File: src/rtl/mips_pkg.sv
`default_nettype none
// ============================================================================
// Module      : mips_pkg
// Description : Shared MIPS field positions, immediate-ext opcodes and fetch
//               state encoding for the fetch/extender slice.
// Revision    : 1.0 - initial release
// ============================================================================
package mips_pkg;

    localparam logic [5:0] OP_ANDI = 6'h0C;
    localparam logic [5:0] OP_ORI  = 6'h0D;
    localparam logic [5:0] OP_XORI = 6'h0E;
    localparam logic [5:0] OP_LUI  = 6'h0F;

    localparam int OPCODE_MSB = 31;
    localparam int OPCODE_LSB = 26;
    localparam int RS_MSB     = 25;
    localparam int RS_LSB     = 21;
    localparam int RT_MSB     = 20;
    localparam int RT_LSB     = 16;
    localparam int RD_MSB     = 15;
    localparam int RD_LSB     = 11;
    localparam int SHAMT_MSB  = 10;
    localparam int SHAMT_LSB  = 6;
    localparam int FUNCT_MSB  = 5;
    localparam int FUNCT_LSB  = 0;
    localparam int IMM_MSB    = 15;
    localparam int IMM_LSB    = 0;

    localparam logic [0:0] FETCH_REQ   = 1'b0;
    localparam logic [0:0] FETCH_DRAIN = 1'b1;

    localparam logic [31:0] DEFAULT_RESET_PC = 32'h0000_0000;

endpackage
`default_nettype wire

File: src/rtl/ext_ctrl_decode.sv
`default_nettype none
// ============================================================================
// Module      : ext_ctrl_decode
// Description : Selects sign (1) or zero (0) extension of the 16-bit immediate.
// Revision    : 1.0 - initial release
// ============================================================================
module ext_ctrl_decode
    import mips_pkg::*;
(
    input  logic [5:0] i_opcode,
    output logic       o_sext
);

    // Only the logical immediates and LUI zero-extend; SLTIU still sign-extends.
    always_comb begin
        o_sext = 1'b1;
        case (i_opcode)
            OP_ANDI, OP_ORI, OP_XORI, OP_LUI: o_sext = 1'b0;
            default:                          o_sext = 1'b1;
        endcase
    end

endmodule
`default_nettype wire

File: src/rtl/inst_fetch_unit.sv
`default_nettype none
// ============================================================================
// Module      : inst_fetch_unit
// Description : PC + imem req/ack fetch with one-entry output register, redirect
//               drain, MIPS field slicing and immediate-extension control.
// Revision    : 1.0 - initial release
// ============================================================================
module inst_fetch_unit
    import mips_pkg::*;
#(
    parameter logic [31:0] RESET_PC = DEFAULT_RESET_PC,
    parameter int unsigned PC_STEP  = 4
)(
    input  logic        clk,
    input  logic        rst,
    output logic        imem_req,
    output logic [31:0] imem_addr,
    input  logic        imem_ack,
    input  logic [31:0] imem_rdata,
    input  logic        stall,
    input  logic        redirect_valid,
    input  logic [31:0] redirect_pc,
    output logic        inst_valid,
    output logic [31:0] inst,
    output logic [31:0] inst_pc,
    output logic [31:0] pc_plus4,
    output logic [5:0]  opcode,
    output logic [4:0]  rs,
    output logic [4:0]  rt,
    output logic [4:0]  rd,
    output logic [4:0]  shamt,
    output logic [5:0]  funct,
    output logic [15:0] inst15_0,
    output logic        sext
);

    localparam logic [31:0] c_pc_step = 32'(PC_STEP);

    logic [0:0]  r_state;
    logic        r_pending;
    logic [31:0] r_req_addr;
    logic [31:0] r_pc;
    logic        r_inst_valid;
    logic [31:0] r_inst;
    logic [31:0] r_inst_pc;

    logic        w_req;
    logic        w_ack;
    logic        w_outstanding;
    logic [31:0] w_addr;

    // A new fetch only issues into a free (or simultaneously consumed) slot.
    assign w_req         = !rst && (r_pending ||
                           (r_state == FETCH_REQ && (!r_inst_valid || !stall)));
    assign w_ack         = imem_ack && w_req;
    assign w_outstanding = w_req && !imem_ack;
    assign w_addr        = r_pending ? r_req_addr : r_pc;

    always_ff @(posedge clk) begin
        if (rst) begin
            r_state      <= FETCH_REQ;
            r_pending    <= 1'b0;
            r_req_addr   <= 32'h0;
            r_pc         <= RESET_PC;
            r_inst_valid <= 1'b0;
            r_inst       <= 32'h0;
            r_inst_pc    <= 32'h0;
        end else begin
            if (w_ack) begin
                r_pending <= 1'b0;
            end else if (w_req) begin
                r_pending <= 1'b1;
            end
            if (w_req && !r_pending) begin
                r_req_addr <= r_pc;
            end

            // An unacked request must still be retired, so a redirect drains it.
            if (redirect_valid) begin
                r_pc         <= redirect_pc;
                r_inst_valid <= 1'b0;
                r_state      <= w_outstanding ? FETCH_DRAIN : FETCH_REQ;
            end else if (r_state == FETCH_DRAIN) begin
                if (w_ack) begin
                    r_state <= FETCH_REQ;
                end
            end else if (w_ack) begin
                r_inst       <= imem_rdata;
                r_inst_pc    <= w_addr;
                r_pc         <= w_addr + c_pc_step;
                r_inst_valid <= 1'b1;
            end else if (r_inst_valid && !stall) begin
                r_inst_valid <= 1'b0;
            end
        end
    end

    assign imem_req   = w_req;
    assign imem_addr  = w_addr;
    assign inst_valid = r_inst_valid;
    assign inst       = r_inst;
    assign inst_pc    = r_inst_pc;
    assign pc_plus4   = r_inst_pc + c_pc_step;
    assign opcode     = r_inst[OPCODE_MSB:OPCODE_LSB];
    assign rs         = r_inst[RS_MSB:RS_LSB];
    assign rt         = r_inst[RT_MSB:RT_LSB];
    assign rd         = r_inst[RD_MSB:RD_LSB];
    assign shamt      = r_inst[SHAMT_MSB:SHAMT_LSB];
    assign funct      = r_inst[FUNCT_MSB:FUNCT_LSB];
    assign inst15_0   = r_inst[IMM_MSB:IMM_LSB];

    ext_ctrl_decode u_ext_ctrl_decode (
        .i_opcode (opcode),
        .o_sext   (sext)
    );

endmodule
`default_nettype wire

File: config.mk
export PLATFORM = sky130hd
export DESIGN_NAME = inst_fetch_unit
export DESIGN_NICKNAME = d
export VERILOG_FILES = /design/src/rtl/mips_pkg.sv /design/src/rtl/ext_ctrl_decode.sv /design/src/rtl/inst_fetch_unit.sv
export SDC_FILE = /design/constraint.sdc
export NUM_CORES = 1
export LEC_CHECK = 0
export CORE_ASPECT_RATIO = 1.4
export CORE_MARGIN = 3
export CORE_UTILIZATION = 46
export DETAILED_ROUTE_END_ITERATION = 8
export PLACE_DENSITY_LB_ADDON = 0.05
export RECOVER_POWER = 50
export SLEW_MARGIN = 20
export SYNTH_ARGS = -nofsm -noshare
export SYNTH_HDL_FRONTEND = slang
export SYNTH_SLANG_ARGS = --single-unit
File: constraint.sdc
create_clock -name clk -period 3.6 [get_ports clk]
set_input_delay 0.72 -clock clk [delete_from_list [all_inputs] [get_ports clk]]
set_output_delay 0.72 -clock clk [all_outputs]
set_load 0.05 [all_outputs]
==> flow_summary.toml, run 1 <==
[die]
dieArea_um2 = 16920
core.rowCount = 53
ios = 248
core_um2 = 15050
initial_core_util = 0.4700
fp.dieW_um = 110.8
die_h_um = 152.7

[timing]
grt_setup_unrepaired = "no"
timing.hold.ws_ns = 0.4611
timing.final.crit_share = 0.9623
maxSlewViolCount = 44
period_minus_slack_ns = 3.464
fin_setup_tns_ns = 0
skew_ns = 0.007547
hold_violations = 0
worst_slack_ns = 0.1356
fmax_mhz = 288.6
tightest_slew_ns = 1.946
relSlewSlack = -0.2972
setup_violations = 0

[detailed_routing]
routedWlPerCell_um = 16.98
drt-initial-drc-count = 461
wl_met1_um = 9270
drc_errors = 0
drtPass1Iterations = 6
drt-total-wl_um = 22050
top_layer_used = "met4"
vias = 6853
viasPerCell = 5.276
dr_wl_met3_um = 1393
antenna_left = 0
dr_wl_met2_um = 11010

[power]
p_leak_nw = 4.074
ir_drop_uv = 237.3
cellPowerDensity_nw_per_um2 = 447.1
total_power_mw = 4.484

[status]
violations = "max-capacitance violations, max-slew violations"
run_status = "complete, but fails checks"

[placed_design]
pre_cts_slack_ns = 0.4823
io_buffers = 247
dp_hpwl_um = 16370
placedCellCount = 1267
gp_congestion = 0.8560

[synthesis]
synth_top_area_cell = "dfxtp_1"
synth-seq-cells = 131
syn_inst = 907
yosys_most_used_dff = "dfxtp_1"
synth_nets = 978
synth_edf_count = 0
yosysTopAreaCellShare = 0.3707
syn-cell-area_um2 = 7074
syn_area_per_cell_um2 = 7.800
yosys-top-cells-count = "nand2_1 (133), dfxtp_1 (131), a21oi_1 (77), nor2_1 (70), buf_4 (53)"
synth.most_common_cell = "nand2_1"
yosys-top-cells-area = "dfxtp_1 (37%), nand2_1 (7.1%), buf_4 (5.6%)"
async_flop_share = 0
post_synth_num_cell_types = 52
yosysWarnings = 0
ys_seq_area_frac = 0.3707

[clock_tree]
cts_resized = 0
ctsHoldBuffers = 0
cts_setup_buffers = 0
clk_pin_slew_ns = 0.06
cts_tree = "done"
cts_buffer_depth = 2
cts-root-buf = "clkbuf_16"
cts_htree_levels = 4
clkLatencyLatePin_ns = 0.42
cts_made_buffers = 17
cts.sinks = 131

[critical_path]
cp_slowest_cell = "dfxtp_2"
rrSetupSlack_ns = 0.48
worstRegToRegCells = 8
cp_max_fo = 30
cp.arrival_ns = 2.74
endpoint_kind = "output pin"
criticalPathCategory = "reg2out"
r2r-end = "r_pc[30]"
required_ns = 2.88
cp_top_family = "buffers and inverters"
timing.critical_path.cells = "buf_12 > and2b_2 > a21oi_1 > inv_1 > clkdlybuf4s50_1"
cp_num_buf_inv = 3
critPathLaunchType = "flip-flop"
rr_startpoint = "r_pending"
crit_path_max_incr_delay_ns = 0.76

[layout]
n_fill_cell = 1318
areaGrowthSynthToFinish_pct = 41.74
antenna-diode-count = 0
multiInputGateArea_um2 = 3700
nNetsFinal = 1165
regArea_um2 = 2624
drive_above_1_share = 0.08762
fin_cells = 1299

[worst_hold_path]
min_from = "inst[21]"
hold_path_end = "inst[21]"
hold_depth = 2
min_path_type = "reg2reg"

[grt]
grt_max_degree = 55
grtUsageTotal = 0.2556
grt_pass1_wl_um = 35060
grt_pass1_vias = 6458
antenna_found_initial = 0
grt_overflow_total = 0

[flow_run]
drv_cap = 1
power by group:
| part | total, mW | switching, mW | internal, mW |
|---|---|---|---|
| logic | 1.02 | 0.657 | 0.361 |
| clock network | 1.83 | 0.689 | 1.14 |
| registers | 1.64 | 0.102 | 1.54 |
tightest hold or removal path, cell delays in order (launching register included):
cell	delay, ns
dfxtp_1	0.31
nand2_1	0.05
a21oi_1	0.05
per-layer routing:
layer  vias to the layer above  track usage
met4                         0      0.08099
li1                       3425            -
met5                         -            0
met1                      3188       0.3115
met3                        21      0.06277
met2                       219       0.4421
through the flow:
stage               utilization  cell area (um^2)
floorplan                     -              7074
global placement         0.6263              9428
detailed placement       0.6263              9428
CTS                      0.6678             10050
global route             0.6661             10030
finish                   0.6661             10030
cells in the final DEF, fill, tap and decap left out, drive strengths merged, types with 37 or more instances in the layout:
cell and instances:
dfxtp 131, nor2 70, dlygate4sd3 110, clkdlybuf4s50 119
o21ai 42, buf 37, a21oi 77, inv 47
nand2 133, xnor2 37
how the worst max path moves through the flow:
stage / startpoint / cells after the start / to
6_report: r_pending / 5 / imem_addr[20]
3_3_place_gp: inst_pc[8] / 6 / pc_plus4[16]
3_5_place_dp: inst_pc[8] / 6 / pc_plus4[16]
4_1_cts: inst_pc[8] / 6 / pc_plus4[16]
2_1_floorplan: r_pending / 12 / r_pc[16]
5_1_grt: r_pending / 4 / imem_addr[11]
kinds of logic (layout without fill, tap and decap cells):
kind of cell,count (synthesis),in the layout,share of synthesized area
AND/OR/NAND/NOR,350,350,0.2384
adder cells (fa/ha/maj),2,2,0.003537
XOR/XNOR,52,52,0.06438
flip-flops,131,131,0.3707
buffers and inverters,148,348,0.1089
multiplexers,33,33,0.04828
AO/OA/AOI/OAI,191,191,0.1657
registers in the layout, indices dropped and copies added, names as in the netlist:
name and cells:
r_pc 32, r_req_addr 32, inst_valid 1, inst 32, r_pending 1, inst_pc 32
r_state 1
cell type report:
class,instances,area share
Clock buffer,19,0.04517
Clock inverter,13,0.01710
Inverter,42,0.01572
Multi-Input combinational cell,628,0.3690
Sequential cell,131,0.2617
Tap cell,192,0.02396
Timing Repair Buffer,274,0.2674
Note: power is estimated with default switching activity, not from simulation.
==> inputs of run 2 (changes only) <==
--- a/config.mk
+++ b/config.mk
@@ -5,6 +5,7 @@
 export SDC_FILE = /design/constraint.sdc
 export NUM_CORES = 1
 export LEC_CHECK = 0
+export CAP_MARGIN = 20
 export CORE_ASPECT_RATIO = 1.4
 export CORE_MARGIN = 3
 export CORE_UTILIZATION = 46
==> results of run 2 <==
Same layout as run 1: the final DEF is identical, and so are final timing and power.
==> inputs of run 3 (changes only) <==
--- a/config.mk
+++ b/config.mk
@@ -12,6 +12,8 @@
 export DETAILED_ROUTE_END_ITERATION = 8
 export PLACE_DENSITY_LB_ADDON = 0.05
 export RECOVER_POWER = 50
+export REMOVE_ABC_BUFFERS = 1
+export SKIP_CTS_REPAIR_TIMING = 1
 export SLEW_MARGIN = 20
 export SYNTH_ARGS = -nofsm -noshare
 export SYNTH_HDL_FRONTEND = slang
==> run 3 against run 2 <==
The run now ends clean. Global-route usage decreased by 0.54 points. Worst setup slack better by 0.019 ns. Cell area down 0.79%. Utilization down 0.52 points. Final cell count shrank 0.23%. Die area unchanged. Count of clock-buffer cells in the layout is the same. Flip-flop and latch count unchanged. Clock skew is essentially flat. Via count grew 0.31%. Critical path depth grew 1. Clock power fell by 14%. Critical endpoint is now pc_plus4[17]. Largest power group is now registers.
==> flow_summary.toml, run 3 (same netlist as run 1, synthesis figures left out) <==
[clock_tree]
cts_made_buffers = 17
clk_pin_slew_ns = 0.06
cts_tree = "done"
cts.sinks = 131
clkLatencyLatePin_ns = 0.42
cts_htree_levels = 4
cts_buffer_depth = 2
cts-root-buf = "clkbuf_16"

[timing]
grt_setup_unrepaired = "no"
fmax_mhz = 290.2
maxSlewViolCount = 0
timing.final.crit_share = 0.9572
period_minus_slack_ns = 3.446
skew_ns = 0.007610
relSlewSlack = 0.1362
tightest_slew_ns = 1.291
hold_violations = 0
setup_violations = 0

[critical_path]
timing.critical_path.cells = "and4_1 > and2_1 > and3_1 > nand4_1 > xnor2_1 > clkdlybuf4s50_1"
criticalPathCategory = "reg2out"
cp_top_family = "simple AND/OR/NAND/NOR gates"
cp_num_buf_inv = 1
rrSetupSlack_ns = 0.64
rr_startpoint = "r_pending"
required_ns = 2.88
cp-startpoint = "inst_pc[8]"
worstRegToRegCells = 8
endpoint_kind = "output pin"
cp_slowest_cell = "clkdlybuf4s50_1"
crit_path_max_incr_delay_ns = 0.82
cp.arrival_ns = 2.73
critPathLaunchType = "flip-flop"
endpoint = "pc_plus4[17]"
cp_max_fo = 7
path_depth = 6
r2r-end = "r_pc[16]"

[status]
run_status = "finished clean"

[die]
fp.dieW_um = 110.8
initial_core_util = 0.4700
ios = 248
core_um2 = 15050
core.rowCount = 53
die_h_um = 152.7
dieArea_um2 = 16920

[power]
pwr-share-comb = 0.238
p_int_mw = 2.849
power.share.clock = 0.373
p_leak_nw = 4.032
power.net_switching_mw = 1.371
p_seq_frac = 0.389
cellPowerDensity_nw_per_um2 = 424.3
total_power_mw = 4.221
swShare = 0.3249
ir_drop_uv = 286.5

[grt]
grt_use_met1 = 0.2815
grt_use_met2 = 0.4465
grt_max_degree = 50
grt_overflow_total = 0
grt_use_met3 = 0.06992
grt_pass1_vias = 6747
grtUsageTotal = 0.2502
antenna_found_initial = 0
grt_busiest_layer = "met2"
grt_pass1_wl_um = 34800

[layout]
final_common_cell = "nand2_1"
antenna-diode-count = 0
fin_util = 0.6609
areaGrowthSynthToFinish_pct = 40.63
nNetsFinal = 1164
final_cell_mix = "nand2_1 (133), dfxtp_1 (130), clkdlybuf4s50_1 (121), dlygate4sd3_1 (108), a21oi_1 (77)"
drive_above_1_share = 0.08333

[placed_design]
dp_hpwl_um = 15560
io_buffers = 247
gp_congestion = 0.8903

[detailed_routing]
drt-total-wl_um = 21510
antenna_left = 0
drt-initial-drc-count = 278
routedWlPerCell_um = 16.60
drtPass1Iterations = 4
vias = 6874
drc_errors = 0
viasPerCell = 5.304

[flow_run]
drv_cap = 0

[worst_hold_path]
min_path_type = "reg2reg"
## run 3: cell type report
cell class / instances / area, um^2
clock buffer: 19 / 442.9
clock inverter: 11 / 90.09
fill: 1338 / 5105
inverter: 42 / 157.7
multi-input combinational: 628 / 3690
sequential: 131 / 2624
tap: 192 / 240.2
timing repair buffer: 273 / 2704
## run 3: worst min-delay path by stage
stage,startpoint,endpoint,slack [ns],cells past startpoint
detailed placement,r_req_addr[29],r_req_addr[29],0.46,2
finish,r_req_addr[29],r_req_addr[29],0.47,2
global route,inst[18],inst[18],0.49,2
CTS,r_req_addr[29],r_req_addr[29],0.47,2
global placement,r_req_addr[30],r_req_addr[30],0.46,2
floorplan,r_pc[30],r_req_addr[30],0.44,2
## run 3: per-layer routing
metal | vias to the layer above | routed length (um)
met3 | 35 | 1385
met1 | 3200 | 8513
met5 | - | 0
met4 | 0 | 546
met2 | 225 | 11070
li1 | 3414 | -
## run 3: worst min-delay path, cell delays in order, from the launching register on
cell      delay, ns
dfxtp_1        0.31
nand2b_1       0.06
o21ai_0        0.06
## run 3: metrics by stage
| stage | hold slack, ns | setup TNS, ns | area (um^2) | worst slack (ns) | cells |
|---|---|---|---|---|---|
| 4_1_cts | 0.4741 | 0 | 9978 | 0.09875 | 1296 |
| 3_5_place_dp | 0.4625 | 0 | 9445 | 0.5570 | 1266 |
| 2_1_floorplan | 0.4436 | -232.20 | 6461 | -3.339 | 801 |
| 6_report | 0.4720 | 0 | 9948 | 0.1542 | 1296 |
| 5_1_grt | 0.4886 | 0 | 9948 | 0.01268 | 1296 |
| 3_3_place_gp | 0.4594 | 0 | 9445 | 0.5955 | 1266 |
## run 3: power by group through the flow
stage / Sequential [mW] / Combinational [mW] / Clock, mW
2_1_floorplan: 1.82 / 0.450 / 0
3_3_place_gp: 1.67 / 1.03 / 0
3_5_place_dp: 1.67 / 1.03 / 0
4_1_cts: 1.64 / 1.03 / 1.60
5_1_grt: 1.65 / 1.07 / 1.66
6_report: 1.64 / 1.01 / 1.57
